File: src/rtl/fp_sqrt_pkg.sv
// fp_sqrt_pkg
// Shared types and constants for the binary32 square-root operator.
// Contents: FSM state encoding, exponent bias, special result encodings,
// radicand/root widths of the integer core, and the normal-path latency.
package fp_sqrt_pkg;

    typedef enum logic [2:0] {
        S_IDLE   = 3'd0,
        S_UNPACK = 3'd1,
        S_ISSUE  = 3'd2,
        S_WAIT   = 3'd3,
        S_ROUND  = 3'd4
    } state_e;

    localparam int          FP_W    = 32;
    localparam int          BIAS    = 127;
    localparam logic [31:0] QNAN    = 32'h7FC0_0000;
    localparam logic [31:0] PINF    = 32'h7F80_0000;
    localparam int          RAD_W   = 52;
    localparam int          ROOT_W  = 26;
    localparam int          LATENCY = 30;

endpackage

File: src/rtl/fp_sqrt_if.sv
// fp_sqrt_if
// Request/result bundle of the square-root operator.
//   start   : one-cycle request, only honoured while done is high
//   op      : binary32 operand, sampled with start
//   done    : level, high while the operator is idle and results are valid
//   res     : binary32 result
//   invalid : IEEE invalid flag of the last operation
// master = requester, slave = fp_sqrt.
interface fp_sqrt_if;
    import fp_sqrt_pkg::*;

    logic            start;
    logic [FP_W-1:0] op;
    logic            done;
    logic [FP_W-1:0] res;
    logic            invalid;

    modport master (output start, output op, input done, input res, input invalid);
    modport slave  (input start, input op, output done, output res, output invalid);

endinterface

File: src/rtl/int_sqrt.sv
// int_sqrt
// Multi-cycle restoring integer square root, one root bit per clock.
// The radicand is treated as DATA_W integer bits with FRACTIONAL_W extra
// fractional bits appended; DATA_W+FRACTIONAL_W must be even.
// Ports:
//   i_clk, i_rst : clock, asynchronous active-high reset
//   i_start      : load radicand and begin (ignored while busy)
//   i_radicand   : DATA_W-bit radicand
//   o_done       : high while idle; o_root valid after a run
//   o_root       : floor(sqrt(radicand)), (DATA_W+FRACTIONAL_W)/2 bits
// A run takes one load edge plus ROOT_W iteration edges; o_done rises on the
// last iteration edge.
module int_sqrt #(
    parameter int DATA_W       = 52,
    parameter int FRACTIONAL_W = 0
) (
    input  logic                                  i_clk,
    input  logic                                  i_rst,
    input  logic                                  i_start,
    input  logic [DATA_W-1:0]                     i_radicand,
    output logic                                  o_done,
    output logic [(DATA_W+FRACTIONAL_W)/2-1:0]    o_root
);

    localparam int XW     = DATA_W + FRACTIONAL_W;
    localparam int ROOT_W = XW / 2;
    localparam int REM_W  = ROOT_W + 2;
    localparam int CNT_W  = $clog2(ROOT_W + 1);

    logic [XW-1:0]     r_x;
    logic [ROOT_W-1:0] r_q;
    logic [REM_W-1:0]  r_rem;
    logic [CNT_W-1:0]  r_cnt;
    logic              r_busy;

    logic [REM_W-1:0]  w_rem_sh;
    logic [REM_W:0]    w_diff;

    // Bring down the next radicand bit pair and trial-subtract 4q+1.
    // The remainder never exceeds 2q, so the two bits dropped off the top of
    // r_rem by the shift are always zero.
    assign w_rem_sh = {r_rem[REM_W-3:0], r_x[XW-1:XW-2]};
    assign w_diff   = {1'b0, w_rem_sh} - {1'b0, r_q, 2'b01};

    always_ff @(posedge i_clk or posedge i_rst) begin
        if (i_rst) begin
            r_x    <= '0;
            r_q    <= '0;
            r_rem  <= '0;
            r_cnt  <= '0;
            r_busy <= 1'b0;
        end else if (!r_busy) begin
            if (i_start) begin
                r_x    <= XW'(i_radicand) << FRACTIONAL_W;
                r_q    <= '0;
                r_rem  <= '0;
                r_cnt  <= CNT_W'(ROOT_W);
                r_busy <= 1'b1;
            end
        end else begin
            r_x   <= {r_x[XW-3:0], 2'b00};
            r_cnt <= r_cnt - CNT_W'(1);
            if (!w_diff[REM_W]) begin
                r_rem <= w_diff[REM_W-1:0];
                r_q   <= {r_q[ROOT_W-2:0], 1'b1};
            end else begin
                r_rem <= w_rem_sh;
                r_q   <= {r_q[ROOT_W-2:0], 1'b0};
            end
            if (r_cnt == CNT_W'(1)) begin
                r_busy <= 1'b0;
            end
        end
    end

    assign o_done = ~r_busy;
    assign o_root = r_q;

endmodule

File: src/rtl/fp_sqrt.sv
// fp_sqrt
// IEEE-754 binary32 square root, round to nearest, built on int_sqrt.
// Ports:
//   i_clk : clock
//   i_rst : asynchronous active-high reset
//   bus   : fp_sqrt_if.slave (start, op in; done, res, invalid out)
// Build option:
//   FP_SQRT_DENORM_EN defined   -> subnormal operands are normalised and
//                                  take the full 30-cycle path.
//   FP_SQRT_DENORM_EN undefined -> subnormal operands flush to a signed zero
//                                  in one cycle; no leading-zero logic.
//
// state  | meaning
// IDLE   | done high, waiting for start
// UNPACK | screen specials, build radicand and halved exponent
// ISSUE  | one-cycle start to the integer core
// WAIT   | core iterating, wait for its done
// ROUND  | round root to nearest, pack and write result
module fp_sqrt
    import fp_sqrt_pkg::*;
(
    input  logic         i_clk,
    input  logic         i_rst,
    fp_sqrt_if.slave     bus
);

    localparam logic signed [9:0] BIAS_S = 10'(BIAS);

    state_e              r_state, w_state_nxt;
    logic [FP_W-1:0]     r_op, w_op_nxt;
    logic [RAD_W-1:0]    r_rad, w_rad_nxt;
    logic signed [9:0]   r_exp_half, w_exp_half_nxt;
    logic [FP_W-1:0]     r_res, w_res_nxt;
    logic                r_invalid, w_invalid_nxt;

    logic                w_core_start;
    logic                w_core_done;
    logic [ROOT_W-1:0]   w_root;

    // ---------------- operand fields ----------------
    logic                w_sign;
    logic [7:0]          w_exp_f;
    logic [22:0]         w_frac;
    logic                w_exp_zero, w_exp_ones, w_frac_zero;

    assign w_sign      = r_op[31];
    assign w_exp_f     = r_op[30:23];
    assign w_frac      = r_op[22:0];
    assign w_exp_zero  = (w_exp_f == 8'h00);
    assign w_exp_ones  = (w_exp_f == 8'hFF);
    assign w_frac_zero = (w_frac == 23'd0);

    // ---------------- mantissa / unbiased exponent ----------------
    logic [23:0]         w_m;
    logic signed [9:0]   w_e;

`ifdef FP_SQRT_DENORM_EN
    localparam logic FLUSH_SUB = 1'b0;
    logic [4:0] w_shift;

    // Shift that moves the leading one of a subnormal fraction to bit 23.
    always_comb begin
        w_shift = 5'd0;
        for (int i = 0; i < 23; i++) begin
            if (w_frac[i]) begin
                w_shift = 5'(23 - i);
            end
        end
        if (w_exp_zero) begin
            w_m = {1'b0, w_frac} << w_shift;
            w_e = -10'sd126 - $signed({5'b00000, w_shift});
        end else begin
            w_m = {1'b1, w_frac};
            w_e = $signed({2'b00, w_exp_f}) - BIAS_S;
        end
    end
`else
    localparam logic FLUSH_SUB = 1'b1;

    always_comb begin
        w_m = {1'b1, w_frac};
        w_e = $signed({2'b00, w_exp_f}) - BIAS_S;
    end
`endif

    // ---------------- special operand screen ----------------
    logic                w_special;
    logic [FP_W-1:0]     w_special_res;
    logic                w_special_inv;

    always_comb begin
        w_special     = 1'b0;
        w_special_res = '0;
        w_special_inv = 1'b0;
        if (w_exp_ones && !w_frac_zero) begin
            w_special     = 1'b1;
            w_special_res = QNAN;
        end else if (w_exp_zero && w_frac_zero) begin
            w_special     = 1'b1;
            w_special_res = r_op;
        end else if (FLUSH_SUB && w_exp_zero) begin
            w_special     = 1'b1;
            w_special_res = {w_sign, 31'd0};
        end else if (w_sign) begin
            w_special     = 1'b1;
            w_special_res = QNAN;
            w_special_inv = 1'b1;
        end else if (w_exp_ones) begin
            w_special     = 1'b1;
            w_special_res = PINF;
        end
    end

    // ---------------- radicand build ----------------
    // Make the exponent even by moving one factor of two into the mantissa.
    // The mantissa's weight-1 bit lands on radicand bit 50, so the root's
    // weight-1 bit is root bit 25 and the radicand value lies in [1,4).
    logic                w_odd;
    logic [24:0]         w_m25;
    logic signed [9:0]   w_e_even;
    logic signed [9:0]   w_exp_half;
    logic [RAD_W-1:0]    w_rad;

    assign w_odd      = w_e[0];
    assign w_m25      = w_odd ? {w_m, 1'b0} : {1'b0, w_m};
    assign w_e_even   = w_odd ? (w_e - 10'sd1) : w_e;
    assign w_exp_half = w_e_even >>> 1;
    assign w_rad      = {w_m25, {(RAD_W-25){1'b0}}};

    // ---------------- round and pack ----------------
    // Square roots of binary32 values are never exact ties, so root bit 1
    // alone decides the increment.
    logic [24:0]         w_mant_rnd;
    logic signed [9:0]   w_exp_out;
    logic [FP_W-1:0]     w_round_res;

    assign w_mant_rnd  = {1'b0, w_root[25:2]} + {24'd0, w_root[1]};
    assign w_exp_out   = r_exp_half + BIAS_S + $signed({9'd0, w_mant_rnd[24]});
    assign w_round_res = {1'b0, w_exp_out[7:0], w_mant_rnd[22:0]};

    logic w_unused_bits;
    assign w_unused_bits = ^{w_root[0], w_mant_rnd[23], w_exp_out[9:8]};

    // ---------------- integer core ----------------
    int_sqrt #(
        .DATA_W       (RAD_W),
        .FRACTIONAL_W (0)
    ) u_core (
        .i_clk      (i_clk),
        .i_rst      (i_rst),
        .i_start    (w_core_start),
        .i_radicand (r_rad),
        .o_done     (w_core_done),
        .o_root     (w_root)
    );

    // ---------------- FSM ----------------
    always_comb begin
        w_state_nxt    = r_state;
        w_op_nxt       = r_op;
        w_rad_nxt      = r_rad;
        w_exp_half_nxt = r_exp_half;
        w_res_nxt      = r_res;
        w_invalid_nxt  = r_invalid;
        w_core_start   = 1'b0;
        unique case (r_state)
            S_IDLE: begin
                if (bus.start) begin
                    w_op_nxt    = bus.op;
                    w_state_nxt = S_UNPACK;
                end
            end
            S_UNPACK: begin
                if (w_special) begin
                    w_res_nxt     = w_special_res;
                    w_invalid_nxt = w_special_inv;
                    w_state_nxt   = S_IDLE;
                end else begin
                    w_rad_nxt      = w_rad;
                    w_exp_half_nxt = w_exp_half;
                    w_state_nxt    = S_ISSUE;
                end
            end
            S_ISSUE: begin
                w_core_start = 1'b1;
                w_state_nxt  = S_WAIT;
            end
            S_WAIT: begin
                if (w_core_done) begin
                    w_state_nxt = S_ROUND;
                end
            end
            S_ROUND: begin
                w_res_nxt     = w_round_res;
                w_invalid_nxt = 1'b0;
                w_state_nxt   = S_IDLE;
            end
            default: begin
                w_state_nxt = S_IDLE;
            end
        endcase
    end

    always_ff @(posedge i_clk or posedge i_rst) begin
        if (i_rst) begin
            r_state    <= S_IDLE;
            r_op       <= '0;
            r_rad      <= '0;
            r_exp_half <= '0;
            r_res      <= '0;
            r_invalid  <= 1'b0;
        end else begin
            r_state    <= w_state_nxt;
            r_op       <= w_op_nxt;
            r_rad      <= w_rad_nxt;
            r_exp_half <= w_exp_half_nxt;
            r_res      <= w_res_nxt;
            r_invalid  <= w_invalid_nxt;
        end
    end

    assign bus.done    = (r_state == S_IDLE);
    assign bus.res     = r_res;
    assign bus.invalid = r_invalid;

endmodule

File: src/flat_wrapper.sv
// flat-port wrapper written by rule: the top's interface ports become plain ports
module fp_sqrt_flat import fp_sqrt_pkg::*;
  (i_clk, i_rst, bus_start, bus_op, bus_done, bus_res, bus_invalid);
  fp_sqrt_if bus_i ();
  input  logic i_clk;
  input  logic i_rst;
  input wire logic [$bits(bus_i.start)-1:0] bus_start;
  input wire logic [$bits(bus_i.op)-1:0] bus_op;
  output wire logic [$bits(bus_i.done)-1:0] bus_done;
  output wire logic [$bits(bus_i.res)-1:0] bus_res;
  output wire logic [$bits(bus_i.invalid)-1:0] bus_invalid;
  assign bus_i.start = bus_start;
  assign bus_i.op = bus_op;
  assign bus_done = bus_i.done;
  assign bus_res = bus_i.res;
  assign bus_invalid = bus_i.invalid;
  fp_sqrt u_core (.i_clk(i_clk), .i_rst(i_rst), .bus(bus_i));
endmodule
File: config.mk
export PLATFORM = sky130hd
export DESIGN_NAME = fp_sqrt_flat
export DESIGN_NICKNAME = d
export VERILOG_FILES = /design/src/rtl/fp_sqrt_pkg.sv /design/src/rtl/fp_sqrt_if.sv /design/src/rtl/int_sqrt.sv /design/src/rtl/fp_sqrt.sv /design/src/flat_wrapper.sv
export SDC_FILE = /design/constraint.sdc
export NUM_CORES = 1
export LEC_CHECK = 0
export CAP_MARGIN = 40
export CORE_UTILIZATION = 44
export CTS_CLUSTER_DIAMETER = 200
export CTS_CLUSTER_SIZE = 28
export DETAILED_ROUTE_END_ITERATION = 12
export DONT_BUFFER_PORTS = 1
export PLACE_DENSITY = 0.59
export REMOVE_ABC_BUFFERS = 1
export SYNTH_ARGS = -nofsm -noshare
export SYNTH_HDL_FRONTEND = slang
export SYNTH_HIERARCHICAL = 1
export SYNTH_SLANG_ARGS = --single-unit
File: constraint.sdc
create_clock -name i_clk -period 6.45 [get_ports i_clk]
set_clock_uncertainty 0.15 [all_clocks]
set_input_delay 0.645 -clock i_clk [delete_from_list [all_inputs] [get_ports i_clk]]
set_output_delay 0.645 -clock i_clk [all_outputs]
set_load 0.02 [all_outputs]
==> results.md <==
- Outcome: complete, no violations
- Worst-path clk slew: 0.11 ns
- CTS H-tree depth: 1
- Share of layout cells above drive strength 1: 7.64%
- Synth top area share: a little under half
- Post-DP HPWL: 16400 um
- Synth Register Bits: 211
- Int Power: 3.85 mW
- Top FF cell, synth: dfrtp_1
- CP Max Fanout: 5
- Cts bufs inserted: 11
- Clk_lat worst skew: 0.47 ns
- Die Span Y: 162 um
- Synth area leaders: dfrtp_1 (47%), mux2i_1 (8.0%), nand2_1 (6.6%)
- Clock Tree Root: clkbuf_16
- Pwr/cell area: about 580 nW/um2
- Core area: 25100 um2
- Worst vdd ir: approximately 220 uV
- GR Util All Layers: 19.1%
- Initial Util: ~45%
- Switching power total: 3.12 mW
- Die X: 162 um
- Worst setup SP type: flop
- Max-slew violations: 0
- Area grow syn2layout: 6.40%
- Antenna-violating nets left: 0
- Count of cell types in the netlist: just under 80
- Comb pwr share: 53.5%
- Tot Pwr: 6.97 mW
- Maximum buffer depth of the clock tree: 3
- Gpl congestion: between 0.8 and 0.9
- First-pass GRT wire length: roughly 41000 um
- Critical setup path kind: reg2reg
- Pre-Repair DR Iteration Count: 5
- Sw Share: 44.7%
- Max Fclk: between 300 and 400 MHz
- First DRT Iteration DRCs: approximately 560
- Tcrit/Tclk final: ~51%
- Seq/Total Area, Yosys: 47.1%
- Setup TNS: 0 ns
- Final Net Count: 1208
- Syn avg cell area: 9.75 um2
- Final Hold Viols: 0
- Wirelength per Cell: 16.2 um
- Number of flops mapped to enable cells by yosys: 0
- CTS tree: done
- Total gr overflow: 0
- Unrepaired setup endpoints after global routing: false
- Die area: 26100 um2
- Vias per cell: approximately 5.4
- Routed WL: about 24000 um
- Critical path arrival: 3.51 ns
- Hold Crit Depth: 2
- Clock sink count: 211
- MaxCap Viol Count: 0
- N_diodes: 0
- Worst min path class: in2reg
- Number of synthesis warnings: 6
- Final min period: 3.29 ns
- # IOs: 69
- FP Rows: 58
- P_leak: 5.12 nW
- # port buffers: 0
- Synthesized instance count: between 1000 and 1500
- DRC errors left: 0
- Final Setup Violations: 0
- Largest net degree at the start of global routing: 92
- R2R cell count: 11
- Sequential share of power: 35.8%
- CP Capture Type: flop
- Fraction of registers with async set/reset: 100%
- Worst rel slew slack: about two fifths
- Vias in the first global route: 7746
- Synth Cell Area: 11200 um2
- Synth area leader: dfrtp_1
- Initial antenna violation count: 0
- Slew @ Worst Pin: 0.884 ns
- Vias: 7908
- Required @ worst endpoint: 6.66 ns
- Clock Power Share: approximately a tenth
[Yosys cell counts (5+ instances only)]
library cell,count
clkbuf_1,43
a21oi_1,37
a21o_1,8
dfrtp_1,211
o21ai_1,5
inv_1,52
nor2_1,47
nor3_1,18
nand4_1,9
nand3_1,19
a211oi_1,6
mux2i_1,90
buf_2,10
o21ai_0,135
nor4_1,6
nand2b_1,5
xnor2_1,40
nand2_1,197
ha_1,35
xor2_1,18
buf_1,7
mux2_2,29
o31ai_1,25
a31oi_1,5
[worst max-delay path, stage by stage (launching register included)]
cell	delay [ns]
dfrtp_1	0.40
ha_1	0.20
ha_1	0.23
nand4_1	0.13
or4b_1	0.67
nor3_4	0.26
nand3_1	0.10
ha_1	0.21
ha_1	0.22
nor3b_1	0.16
xor2_1	0.14
a221o_1	0.31
[worst paths after layout]
kind / start / to / slack, ns
hold / removal: bus_op[23] / u_core/r_op[23]$_DFFE_PP0P_ / 0.14
max in group asynchronous: i_rst / u_core/r_rad[34]$_DFFE_PP0P_ / 4.35
hold reg to reg: u_core/u_core/r_x[30]$_DFFE_PP0P_ / u_core/u_core/r_x[32]$_DFFE_PP0P_ / 0.32
setup / recovery: u_core/u_core/o_root[1]$_DFFE_PP0P_ / u_core/bus.res[27]$_DFFE_PP0P_ / 3.16
setup reg to reg: u_core/u_core/o_root[1]$_DFFE_PP0P_ / u_core/bus.res[27]$_DFFE_PP0P_ / 3.16
min in group asynchronous: i_rst / u_core/u_core/o_root[1]$_DFFE_PP0P_ / 0.58
[through the flow]
step | cells | worst slack, ns | util (%) | hold slack, ns | area (um2)
floorplan | 1111 | -0.851 | - | 0.299 | 11000
global placement | 1450 | 3.22 | 45.9 | 0.311 | 11500
detailed placement | 1454 | 3.15 | 46.3 | 0.321 | 11600
CTS | 1468 | 3.13 | 47.5 | 0.120 | 11900
global route | 1468 | 2.95 | 47.5 | 0.122 | 11900
finish | 1468 | 3.16 | 47.5 | 0.136 | 11900
[power by group through the flow]
stage	Clock (mW)	Combinational [mW]	Sequential, mW
after floorplan	0	2.99	2.41
after global placement	0	3.64	2.51
after detailed placement	0	3.74	2.53
after CTS	0.778	3.75	2.50
after global routing	0.823	4.21	2.60
final	0.742	3.73	2.50
[cells in the final DEF, fill, tap and decap left out, types with 8 or more instances in the layout]
| master | Yosys | routed |
|---|---|---|
| a21o_1 | 8 | 8 |
| a21oi_1 | 37 | 37 |
| buf_4 | 1 | 9 |
| clkbuf_16 | 0 | 11 |
| conb_1 | 1 | 27 |
| dfrtp_1 | 211 | 210 |
| ha_1 | 35 | 35 |
| inv_1 | 52 | 50 |
| mux2_2 | 29 | 29 |
| mux2i_1 | 90 | 90 |
| nand2_1 | 197 | 197 |
| nand3_1 | 19 | 18 |
| nand4_1 | 9 | 9 |
| nor2_1 | 47 | 46 |
| nor3_1 | 18 | 18 |
| o21ai_0 | 135 | 135 |
| o31ai_1 | 25 | 25 |
| xnor2_1 | 40 | 40 |
| xor2_1 | 18 | 18 |
[flip-flops by register name, summed over array words and instances, names as in the netlist]
| name | flops |
|---|---|
| u_core/u_core/r_cnt | 5 |
| u_core/r_state | 3 |
| u_core/r_exp_half | 8 |
| u_core/r_rad | 25 |
| u_core/u_core/r_rem | 26 |
| u_core/bus.invalid | 1 |
| u_core/r_op | 32 |
| u_core/u_core/o_root | 26 |
| u_core/u_core/r_x | 52 |
| u_core/u_core/r_busy | 1 |
| u_core/bus.res | 32 |
[cell families after synthesis]
| group | share of synthesized area [%] |
|---|---|
| AOI/OAI and AO/OA | 15.5 |
| xor gates and xnor gates | 4.53 |
| buffers and inverters | 4.36 |
| muxes | 11.1 |
| DFF | 47.1 |
| adders and majority gates | 3.91 |
| other | 0.0335 |
| and+or+nand+nor | 13.4 |
[routing by layer]
| metal | share of wire [%] | vias up | global-route usage (%) | wire length [um] |
|---|---|---|---|---|
| li1 | - | 3956 | - | - |
| met1 | 51 | 3829 | 28.5 | 12100 |
| met2 | 44 | 101 | 29.6 | 10500 |
| met3 | 2.9 | 22 | 2.21 | 690 |
| met4 | 1.8 | 0 | 4.42 | 431 |
| met5 | 0 | - | 0 | 0 |
[area by class of cell]
type	instances	area, um2
Multi-Input combinational cell	847	5550
Clock buffer	12	279
Clock inverter	1	16.3
Inverter	53	204
Fill cell	2441	13200
Timing Repair Buffer	14	180
Sequential cell	211	5280
Tap cell	330	413
[timing repair]
action,4_1_cts,5_1_grt
buffers inserted,0,0
gates resized for setup,0,0
hold endpoints to repair,77,0
hold buffers,1,0
No activity file was read; power rests on OpenSTA's default activity.
